==> config.mk <==
export PLATFORM = sky130hd
export DESIGN_NAME = select_output_sync
export DESIGN_NICKNAME = d
export VERILOG_FILES = /design/src/rtl/select_output_sync.sv
export SDC_FILE = /design/constraint.sdc
export NUM_CORES = 1
export LEC_CHECK = 0
export ABC_AREA = 1
export BUFFER_PORTS_ARGS = -buffer_cell sky130_fd_sc_hd__buf_2
export CAP_MARGIN = 15
export CORE_ASPECT_RATIO = 1.25
export CORE_MARGIN = 2
export CORE_UTILIZATION = 38
export DETAILED_ROUTE_END_ITERATION = 16
export SYNTH_ARGS = -nofsm -noshare
export SYNTH_HDL_FRONTEND = slang
export SYNTH_SLANG_ARGS = --single-unit
export TNS_END_PERCENT = 20
==> constraint.sdc <==
create_clock -name CLK -period 2.3 [get_ports CLK]
set_clock_uncertainty 0.2 [all_clocks]
set_input_delay 0.23 -clock CLK [delete_from_list [all_inputs] [get_ports CLK]]
set_output_delay 0.23 -clock CLK [all_outputs]
set_load 0.01 [all_outputs]
==> src/rtl/select_output_sync.sv <==
// -----------------------------------------------------------------------------
// select_output_sync
//
// Selects one of N_CH byte-wide transport-stream channels and forwards it to a
// single registered output. A channel change is requested over SPI (or from a
// switch input when USE_SW=1). A change never cuts a packet: the block finishes
// the packet in flight on the old channel (DRAIN), waits for a packet start on
// the new channel (ALIGN), then commits and pulses a downstream reset.
//
// Handshake: a beat on channel k exists only in a cycle where D_VALID_BUS[k]
// is 1. P_SYNC_BUS[k] and DATA_IN[8k+7:8k] are ignored unless that valid bit is
// high. There is no backpressure: each beat is seen once and forwarded (or
// dropped) in the same cycle. On the output side a beat exists only in a cycle
// where D_VALID_OUT is 1. P_SYNC_OUT is 0 whenever D_VALID_OUT is 0, and
// DATA_OUT then keeps the last forwarded byte.
//
// Ports
//   CLK                 clock, all inputs synchronous to it
//   RST                 synchronous active-low reset
//   SPI_ADDRESS[7:0]    last SPI register address
//   SPI_DATA[7:0]       last SPI data byte
//   RISING_SS           one-cycle strobe at the end of an SPI transaction
//   SW[SEL_W-1:0]       switch selection (used only when USE_SW=1)
//   DATA_IN[N_CH*8-1:0] channel bytes, channel k at bits [8k+7:8k]
//   D_VALID_BUS[N_CH-1:0] per-channel byte valid
//   P_SYNC_BUS[N_CH-1:0]  per-channel first-byte-of-packet flag
//   DATA_OUT[7:0]       registered selected byte
//   D_VALID_OUT         registered selected valid
//   P_SYNC_OUT          registered selected packet sync
//   SEL_OUT[SEL_W-1:0]  committed active channel
//   SWITCHING           high while a change is in progress (DRAIN or ALIGN)
//   RESET_ON_CHANGE_OUT downstream reset pulse after a channel commit
//   state_dbg[1:0]      current FSM state (0 RUN, 1 DRAIN, 2 ALIGN)
// -----------------------------------------------------------------------------
module select_output_sync #(
  parameter int         N_CH      = 4,
  parameter int         SEL_W     = 2,
  parameter int         PKT_LEN   = 188,
  parameter logic [7:0] ADDR_SEL  = 8'h10,
  parameter bit         USE_SW    = 1'b0,
  parameter int         RST_PULSE = 4
) (
  input  logic              CLK,
  input  logic              RST,
  input  logic [7:0]        SPI_ADDRESS,
  input  logic [7:0]        SPI_DATA,
  input  logic              RISING_SS,
  input  logic [SEL_W-1:0]  SW,
  input  logic [N_CH*8-1:0] DATA_IN,
  input  logic [N_CH-1:0]   D_VALID_BUS,
  input  logic [N_CH-1:0]   P_SYNC_BUS,
  output logic [7:0]        DATA_OUT,
  output logic              D_VALID_OUT,
  output logic              P_SYNC_OUT,
  output logic [SEL_W-1:0]  SEL_OUT,
  output logic              SWITCHING,
  output logic              RESET_ON_CHANGE_OUT,
  output logic [1:0]        state_dbg
);

  typedef enum logic [1:0] {
    ST_RUN   = 2'd0,
    ST_DRAIN = 2'd1,
    ST_ALIGN = 2'd2
  } state_t;

  localparam logic [7:0] PKT_L  = 8'(PKT_LEN);
  localparam logic [7:0] NCH_L  = 8'(N_CH);
  localparam logic [3:0] PULSE_L = 4'(RST_PULSE);

  // ---------------------------------------------------------------------------
  // State registers
  // ---------------------------------------------------------------------------
  state_t           state, state_nxt;
  logic [SEL_W-1:0] active, active_nxt;
  logic [SEL_W-1:0] pend, pend_nxt;
  logic [7:0]       cnt, cnt_nxt, cnt_d;
  logic [3:0]       pulse_cnt, pulse_nxt;
  logic [SEL_W-1:0] sw_last;

  // ---------------------------------------------------------------------------
  // Request decode
  // ---------------------------------------------------------------------------
  logic             spi_fire;
  logic             sw_fire;
  logic             req_fire;
  logic [7:0]       req_raw;
  logic             req_ok;
  logic [SEL_W-1:0] req_val;
  logic [SEL_W-1:0] pend_eff;

  always_comb begin
    spi_fire = RISING_SS && (SPI_ADDRESS == ADDR_SEL);
    sw_fire  = (SW != sw_last);
    req_fire = USE_SW ? sw_fire : spi_fire;
    // The range check uses the whole byte: 0x05 must be rejected even though
    // its low SEL_W bits would name a real channel.
    req_raw  = USE_SW ? 8'(SW) : SPI_DATA;
    req_ok   = req_fire && (req_raw < NCH_L);
    req_val  = req_raw[SEL_W-1:0];
    // A request arriving this cycle wins over the registered one.
    pend_eff = req_ok ? req_val : pend;
  end

  // ---------------------------------------------------------------------------
  // Channel beat selection
  // ---------------------------------------------------------------------------
  logic       a_valid, a_sync;
  logic [7:0] a_data;
  logic       p_valid, p_sync;
  logic [7:0] p_data;

  always_comb begin
    a_valid = D_VALID_BUS[active];
    a_sync  = a_valid && P_SYNC_BUS[active];
    a_data  = DATA_IN[8*int'(active) +: 8];
    p_valid = D_VALID_BUS[pend_eff];
    p_sync  = p_valid && P_SYNC_BUS[pend_eff];
    p_data  = DATA_IN[8*int'(pend_eff) +: 8];
  end

  // Byte position of the active channel after this cycle's beat. Stays 0
  // until the first sync has been seen, so an unaligned stream reads as 0.
  always_comb begin
    cnt_nxt = cnt;
    if (a_valid) begin
      if (a_sync) begin
        cnt_nxt = 8'd1;
      end else if (cnt != 8'd0) begin
        cnt_nxt = cnt + 8'd1;
      end
    end
  end

  // ---------------------------------------------------------------------------
  // FSM next state and output beat
  // ---------------------------------------------------------------------------
  logic       fwd_valid, fwd_sync;
  logic [7:0] fwd_data;

  always_comb begin
    state_nxt  = state;
    active_nxt = active;
    pend_nxt   = pend;
    cnt_d      = cnt_nxt;
    pulse_nxt  = (pulse_cnt != 4'd0) ? pulse_cnt - 4'd1 : 4'd0;
    fwd_valid  = 1'b0;
    fwd_sync   = 1'b0;
    fwd_data   = DATA_OUT;

    unique case (state)
      ST_RUN: begin
        fwd_valid = a_valid;
        fwd_sync  = a_sync;
        if (a_valid) fwd_data = a_data;
        if (req_ok && (req_val != active)) begin
          pend_nxt = req_val;
          // Judged on the count including this cycle's beat: if that beat
          // closed a packet (or nothing is aligned yet) there is nothing left
          // to drain.
          if ((cnt_nxt == 8'd0) || (cnt_nxt == PKT_L)) begin
            state_nxt = ST_ALIGN;
          end else begin
            state_nxt = ST_DRAIN;
          end
        end
      end

      ST_DRAIN: begin
        if (req_ok && (req_val == active)) begin
          // Switch cancelled: behave exactly like RUN this cycle, no gap.
          pend_nxt  = req_val;
          state_nxt = ST_RUN;
          fwd_valid = a_valid;
          fwd_sync  = a_sync;
          if (a_valid) fwd_data = a_data;
        end else begin
          if (req_ok) pend_nxt = req_val;
          if (a_sync) begin
            // Short packet: the old channel already started a new packet,
            // which must not leak out. Drop it and go align.
            state_nxt = ST_ALIGN;
          end else begin
            fwd_valid = a_valid;
            if (a_valid) fwd_data = a_data;
            if (cnt_nxt == PKT_L) state_nxt = ST_ALIGN;
          end
        end
      end

      ST_ALIGN: begin
        if (req_ok) pend_nxt = req_val;
        if (p_sync) begin
          active_nxt = pend_eff;
          pend_nxt   = pend_eff;
          cnt_d      = 8'd1;
          pulse_nxt  = PULSE_L;
          fwd_valid  = 1'b1;
          fwd_sync   = 1'b1;
          fwd_data   = p_data;
          state_nxt  = ST_RUN;
        end
      end

      default: begin
        state_nxt = ST_RUN;
      end
    endcase
  end

  // ---------------------------------------------------------------------------
  // Registers
  // ---------------------------------------------------------------------------
  always_ff @(posedge CLK) begin
    if (!RST) begin
      state       <= ST_RUN;
      active      <= '0;
      pend        <= '0;
      cnt         <= '0;
      pulse_cnt   <= '0;
      sw_last     <= SW;
      DATA_OUT    <= '0;
      D_VALID_OUT <= 1'b0;
      P_SYNC_OUT  <= 1'b0;
    end else begin
      state       <= state_nxt;
      active      <= active_nxt;
      pend        <= pend_nxt;
      cnt         <= cnt_d;
      pulse_cnt   <= pulse_nxt;
      sw_last     <= SW;
      DATA_OUT    <= fwd_data;
      D_VALID_OUT <= fwd_valid;
      P_SYNC_OUT  <= fwd_sync;
    end
  end

  assign SEL_OUT             = active;
  assign SWITCHING           = (state != ST_RUN);
  assign RESET_ON_CHANGE_OUT = (pulse_cnt != 4'd0);
  assign state_dbg           = state;

endmodule

# After elaboration in Yosys (flattened, before gate mapping)
# Cells that the tools add are included.
[totals] ff_bits=28 input_bits=61 out_inout_bits=16 wordCells=80
[op_classes] add_sub_neg=2 order_cmp=3 eq_ne=10 n_shift=2 n_mux=38 n_reduce_logical=17
[ops] op="8-bit 2-to-1 mux" count=9
[ops] op="32-bit by 6-bit indexed part select with 8-bit output" count=2
[ops] op="8-bit case mux with 3 select lines" count=1
[ops] op="2-bit 2-to-1 mux" count=9
[ops] op="4-bit 2-to-1 mux" count=3
[ops] op="2-bit case mux with 3 select lines" count=2
[ops] op="8-bit by 1-bit adder with 8-bit output, second input constant" count=1
[ops] op="1-bit binary-select mux with 2-bit select" count=4
[ops] op="8-bit by 5-bit == test with 1-bit output, second input constant" count=1
[ops] op="8-bit == test, second input constant" count=1
[ops] op="8-bit logical NOT" count=1
[ops] op="8-bit by 3-bit less-than comparator with 1-bit output, second input constant" count=1
[ops] op="1-bit 2-to-1 mux" count=8
[ops] op="8-bit nonzero test" count=1
[ops] op="1-bit logical AND" count=6
[ops] op="2-bit by 3-bit less-than comparator with 1-bit output, second input constant" count=2
[ops] op="1-bit case mux with 3 select lines" count=2
[ops] op="3-bit AND reduction" count=2
[ops] op="2-bit inequality test, second input constant" count=2
[ops] op="4-bit inequality test, second input constant" count=1
[ops] op="2-bit AND reduction" count=2
[ops] op="4-bit nonzero test" count=1
[ops] op="4-bit by 1-bit subtractor with 4-bit output, second input constant" count=1
[ops] op="3-bit inequality test, second input constant" count=1
[ops] op="other kinds (8)" count=8

# Longest topological paths before layout
# Gate-level depths: netlist (run 1).
[logic_depth] word_depth=10 depth_mapped=17 depth_no_buf=16

# Worst setup path after synthesis (run 1)
# OpenSTA, ideal clock, no wires.
[synth_timing] path_kind="flip-flop to flip-flop" start="reg state[0], in the netlist state_dbg[0]" end="reg DATA_OUT[0]" setup_time_ns=0.111 arrival_time_ns=1.582 t_required_ns=1.989 setup_slack_ns=0.407 path_stages_with_launch=12 n_path_buf=1 synth_period_minus_slack_ns=1.893 cell_sequence="dfxtp_1 > inv_1 > ha_1 > inv_1 > nand2_1 > o21ai_4 > inv_2 > buf_6 > nor2_1 > o21ai_1 > nor2_1 > nor2_1"
[synth_via] elab_chain_cells=3 word_cells_on_any_way=8 classes_between="4 x eq/ne; 1 x mux; 3 x reduce/logical"
[synth_lines] item="start, declared" line_no="74" source="state_t state, state_nxt;"
[synth_lines] item="start signal, assigned" line_no="226" source="state <= state_nxt;"
[synth_lines] item="2-bit by 1-bit == test with 1-bit output (tied with other cells)" line_no="151" source="unique case (state)"
[synth_lines] item="3-bit inequality test (no line) (tied with other cells)"
[synth_lines] item="3-bit AND reduction (no line)"
[synth_lines] item="end signal, assigned" line_no="232" source="DATA_OUT <= fwd_data;"
[synth_lines] item="end, declared" line_no="52" source="output logic [7:0] DATA_OUT,"
# Parallel ways exist; a longest one is shown, timed or not.
# A chain may end at the register's enable or synchronous reset.

# Worst setup path after layout (run 1)
[layout_timing] start="reg state[0], in the netlist state_dbg[0]" end="reg DATA_OUT[4]"
# Same word-level chain as after synthesis.

==> results of run 1 <==
==> kinds of logic (layout without fill, tap and decap cells) <==
family | count (synthesis) | in the layout | share of synthesized area
flops | 28 | 28 | 0.235
buf+inv | 81 | 155 | 0.148
simple gates | 257 | 257 | 0.464
compound gates | 45 | 45 | 0.112
xor+xnor | 3 | 3 | 0.0110
fa+ha+maj | 6 | 6 | 0.0314
==> metal layers <==
| metal | share of wire | GRT usage | vias up |
|---|---|---|---|
| met1 | 0.43 | 0.185 | 1103 |
| met4 | 0.013 | 0.0461 | 0 |
| met3 | 0.035 | 0.0185 | 7 |
| met5 | 0 | 0 | - |
| li1 | - | - | 1442 |
| met2 | 0.52 | 0.333 | 51 |
==> worst min-delay path: stages <==
cell	delay, ns
buf_2	0.13
nand2_1	0.07
a31oi_1	0.07
==> timing repair <==
action | 4_1_cts | 5_1_grt
hold endpoints to repair | 0 | 0
setup endpoints to repair | 0 | 1
buffers inserted | 0 | 0
resized for setup | 0 | 3
==> power by group <==
group	switching [mW]	internal (mW)
Clock	0.156	0.233
Sequential	0.0623	0.574
Combinational	0.580	0.357
Total	0.798	1.16
==> worst paths after layout <==
kind | from | end | slack (ns) | cells past startpoint
max | state_dbg[0]$_SDFFE_PN0P_ | DATA_OUT[4]$_SDFFE_PN0P_ | 0.27 | 11
min | SPI_DATA[0] | pend[0]$_SDFFE_PN0P_ | 0.06 | 3
max reg2reg | state_dbg[0]$_SDFFE_PN0P_ | DATA_OUT[4]$_SDFFE_PN0P_ | 0.27 | 11
min reg2reg | pulse_cnt[3]$_SDFF_PN0_ | pulse_cnt[3]$_SDFF_PN0_ | 0.26 | 2
==> final cells by class <==
class / instances / area share
inverters: 73 / 0.0956
repair buffers: 78 / 0.138
flip-flops and latches: 28 / 0.195
clock inverters: 1 / 0.0104
well taps: 85 / 0.0368
multi-input cells: 311 / 0.510
clock buffers: 3 / 0.0143
==> flip-flops by register name, summed over array words and instances, names as in the netlist <==
name,flops
DATA_OUT,8
D_VALID_OUT,1
P_SYNC_OUT,1
SEL_OUT,2
cnt,8
pend,2
pulse_cnt,4
state_dbg,2
==> stage by stage <==
| step | instance area (um2) | util | hold slack [ns] |
|---|---|---|---|
| 2_1_floorplan | 2390 | - | 0.168 |
| 3_3_place_gp | 2820 | 0.460 | 0.243 |
| 3_5_place_dp | 2820 | 0.460 | 0.247 |
| 4_1_cts | 2890 | 0.472 | 0.0633 |
| 5_1_grt | 2890 | 0.472 | 0.0748 |
| 6_report | 2890 | 0.472 | 0.0618 |
==> cell usage in the layout (no fill, tap or decap), drive strengths merged, types with 2 or more instances in the layout <==
master	instances
xnor2	2
inv	73
a21oi	10
nand2	130
nor2	73
o21ai	28
a211oi	2
ha	6
clkbuf	3
a31oi	2
buf	78
nand3	49
dfxtp	28
==> results.toml, run 1 <==
[run_status]
status = "completed"

[floorplanning]
ios = 77
die_w_um = 74.9
rows = 32
dieArea_um2 = 6940
die_y_um = 92.6
core-area_um2 = 6130
initial_core_util = 0.390

[route]
vias_per_cell = 4.50
ant_nets = 0
drc = 0
drt-pass1-iter-count = 4
postRouteWirelength_um = 5630
wl_per_cell_um = 9.72
vias = 2603
drt_iter0_drc = 108

[synth]
synth-async-reset-ratio = 0
syn_inst = 420
synth_top_flop_cell = "dfxtp_1"
yosysTopAreaCell = "dfxtp_1"
synth_top_area_share = 0.235
synth.area.top_cells = "dfxtp_1, nand2_1, inv_1"
syn_area_per_cell_um2 = 5.69
synth_enable_flop_cells = 0
synth_cell_type_count = 35
synth-seq-cells = 28
synth_commonest_cells = "nand2_1, inv_1, nor2_1"
synth.most_common_cell = "nand2_1"
synth.yosys.seq_area_share = 0.235
syn_nets = 487
ys_warn_count = 0
synth_area_um2 = 2390

[layout]
fin_cells = 579
ff_latch_area_um2 = 563
fillers = 685
multiInputGateArea_um2 = 1480
n_antenna_cell = 0
drive_above_1_share = 0.229
syn2layout_area_growth_pct = 21.1
nets = 562

[global_routing]
gr-total-overflow = 0
antenna_found_initial = 0
grt_pass1_wl_um = 9690
grt_pass1_vias = 2423
grt_usage = 0.171
grt_max_degree = 17

[sta]
timing.final.ws_setup_ns = 0.270
min_period_over_period = 0.882
clock.fmax_ghz = 0.493
tightestPinTransition_ns = 0.361
setup_viol = 0
relSlewSlack = 0.759
finalHoldViolCount = 0
fin_crit_ns = 2.03
slew_violations = 0
rsz0062_at_grt = "no"
setup_tns_ns = 0

[worst_setup_path]
timing.critical_path.buf_inv = 3
cpPeakStageDelay_ns = 0.44
end_kind = "flop"
cp_top_family = "buffers and inverters"
crit_fanout = 16
cp_cell_sequence = "inv_1 > ha_1 > inv_1 > nand2_1 > o21ai_4 > buf_4 > nand2_1 > nand3_1 > o21ai_1 > nor2_1 > nor2_1"
crit_type = "flop to flop"
start_kind = "flop"
arrival_ns = 2.01
required_ns = 2.28
critPathSlowestCell = "dfxtp_1"

[power_and_ir_drop]
power_mw = 1.96
peakVddDrop_v = 0.000348
p_leak_nw = 1.58
power_density_nw_per_um2 = 679

[clock_network]
cts_buffer_depth = 2
cts-htree-levels = 1
cts_tree = "done"
numCtsBuffers = 3
cts-root-buf = "clkbuf_8"
cts_hold_buf = 0
cts_num_sinks = 28
clk_latency_ns = 0.28
cts.clk_slew.worst_paths_ns = 0.10

[placement]
dpl.hpwl_um = 4720
numPortBuffers = 74
dp_cells = 575
place.gp.congestion = 0.866
pre_cts_slack_ns = 0.259

[job]
drv_cap = 0

[hold_path]
hold_class = "input port to flop"
(Power assumes the default switching activity.)
==> inputs of run 2 (changes only) <==
==> constraint.sdc (replaced) <==
create_clock -name CLK -period 2.3 [get_ports CLK]
set_clock_uncertainty 0.2 [all_clocks]
set_input_delay 0 -clock CLK [delete_from_list [all_inputs] [get_ports CLK]]
set_output_delay 0 -clock CLK [all_outputs]
set_load 0.01 [all_outputs]
==> run 2 against run 1 <==
Wire length grew 19%. Via count grew 7.0%. Non-clock buffer count increased by 34. Largest cell class unchanged.
==> results.toml, run 2 (synthesis results as in run 1) <==
[global_routing]
grt_pass1_vias = 2815
gr-total-overflow = 0
grt_usage = 0.206
antenna_found_initial = 0
grt_max_degree = 18
grt_pass1_wl_um = 11600

[sta]
setup_tns_ns = 0
tightestPinTransition_ns = 0.427
finalHoldViolCount = 0
min_period_over_period = 0.898
fin_crit_ns = 2.07
clock.fmax_ghz = 0.484
rsz0062_at_grt = "no"
slew_violations = 0
setup_viol = 0
relSlewSlack = 0.714
holdWs_ns = 0.133

[layout]
nets = 596
fillers = 638
drive_above_1_share = 0.211
final_cell_mix = "nand2_1, buf_2, nor2_1"
n_antenna_cell = 0
syn2layout_area_growth_pct = 34.2
reg_top3 = "DATA_OUT: 8 flops, cnt: 8 flops, pulse_cnt: 4 flops"
final_common_cell = "nand2_1"

[floorplanning]
ios = 77
rows = 32
initial_core_util = 0.390
die_y_um = 92.6
die_w_um = 74.9
core-area_um2 = 6130
dieArea_um2 = 6940

[power_and_ir_drop]
p_leak_nw = 1.71
power_density_nw_per_um2 = 592
peakVddDrop_v = 0.000305

[worst_setup_path]
crit_type = "flop to flop"
cp_cell_sequence = "inv_2 > ha_1 > nand2_1 > nor2_1 > nand2_1 > nand2_1 > nand2_1 > a21oi_2 > nand2_1 > nand3b_1 > nand2_2 > nand2_1 > nand2_1 > nand2_1 > nor2_2"
required_ns = 2.31
critPathMostFrequentCell = "nand2_1"
start_kind = "flop"
end_kind = "flop"
cpPeakStageDelay_ns = 0.35
crit_fanout = 4
critPathSlowestCell = "dfxtp_1"
arrival_ns = 2.08

[hold_path]
hold_class = "input port to flop"

[run_status]
status = "completed"

[clock_network]
cts_num_sinks = 28
cts-htree-levels = 1
cts-root-buf = "clkbuf_8"
cts.clk_slew.worst_paths_ns = 0.09
post_cts_buffers = 0
cts_buffer_depth = 2
clk_latency_ns = 0.28
cts_tree = "done"
numCtsBuffers = 3

[placement]
dpl.hpwl_um = 4790
numPortBuffers = 74
place.gp.congestion = 0.815

[route]
vias = 2786
drt-pass1-iter-count = 4
wl_per_cell_um = 10.9
postRouteWirelength_um = 6700
vias_per_cell = 4.55
drc = 0
drt_iter0_drc = 93
ant_nets = 0

[job]
drv_cap = 0
-- run 2: cell types whose count changed in the layout (fill, tap and decap cells not counted) --
cell | previous run | this run
bufinv_16 | 1 | 0
buf_4 | 4 | 3
dlygate4sd3_1 | 0 | 35
-- run 2: worst max-delay path, delay by kind of cell, from the launching register on --
family	cells	cell delay, ns
compound gates	1	0.15
fa+ha+maj	1	0.17
buf+inv	1	0.09
flops	1	0.35
simple gates	12	1.04
-- run 2: path summary, 6_finish.rpt --
kind | start | depth (start not counted) | slack [ns] | end
worst min register to register | pulse_cnt[3]$_SDFF_PN0_ | 2 | 0.26 | pulse_cnt[3]$_SDFF_PN0_
worst max-delay path | cnt[0]$_SDFF_PN0_ | 15 | 0.23 | state_dbg[1]$_SDFFE_PN0P_
worst min-delay path | RISING_SS | 7 | 0.13 | SEL_OUT[0]$_SDFFE_PN0P_
worst max register to register | cnt[0]$_SDFF_PN0_ | 15 | 0.23 | state_dbg[1]$_SDFFE_PN0P_
-- run 2: metal layers --
metal  GRT usage  part of all wire
met1       0.222              0.42
met5           0                 0
met2       0.390              0.51
met3      0.0446             0.052
met4      0.0536             0.014
-- run 2: area by class of cell --
class / instances / area (um2) / area share
multi-input cells: 311 / 1480 / 0.460
inverters: 73 / 277 / 0.0863
clock buffers: 3 / 41.3 / 0.0129
well taps: 85 / 106 / 0.0332
repair buffers: 112 / 743 / 0.232
flip-flops and latches: 28 / 563 / 0.176
-- run 2: power by group --
| group | internal [mW] | total (mW) | switching (mW) |
|---|---|---|---|
| Combinational | 0.398 | 0.994 | 0.596 |
| Sequential | 0.575 | 0.640 | 0.0657 |
| Clock | 0.118 | 0.264 | 0.146 |
| Total | 1.09 | 1.90 | 0.807 |
-- run 2: what timing repair did --
item | in CTS | in global routing
hold buffers | 35 | 0
endpoints found under the hold margin | 17 | 0
resized for setup | 0 | 3
endpoints found under the setup margin | 0 | 3
-- run 2: per-stage QoR --
stage | power (mW) | instance area (um2) | cells | setup slack [ns] | util
2_1_floorplan | 1.34 | 2390 | 420 | 0.407 | -
3_3_place_gp | 1.58 | 2810 | 574 | 0.208 | 0.459
3_5_place_dp | 1.60 | 2810 | 574 | 0.193 | 0.459
4_1_cts | 1.91 | 3200 | 612 | 0.144 | 0.523
5_1_grt | 2.09 | 3210 | 612 | 0.0421 | 0.523
6_report | 1.90 | 3210 | 612 | 0.234 | 0.523
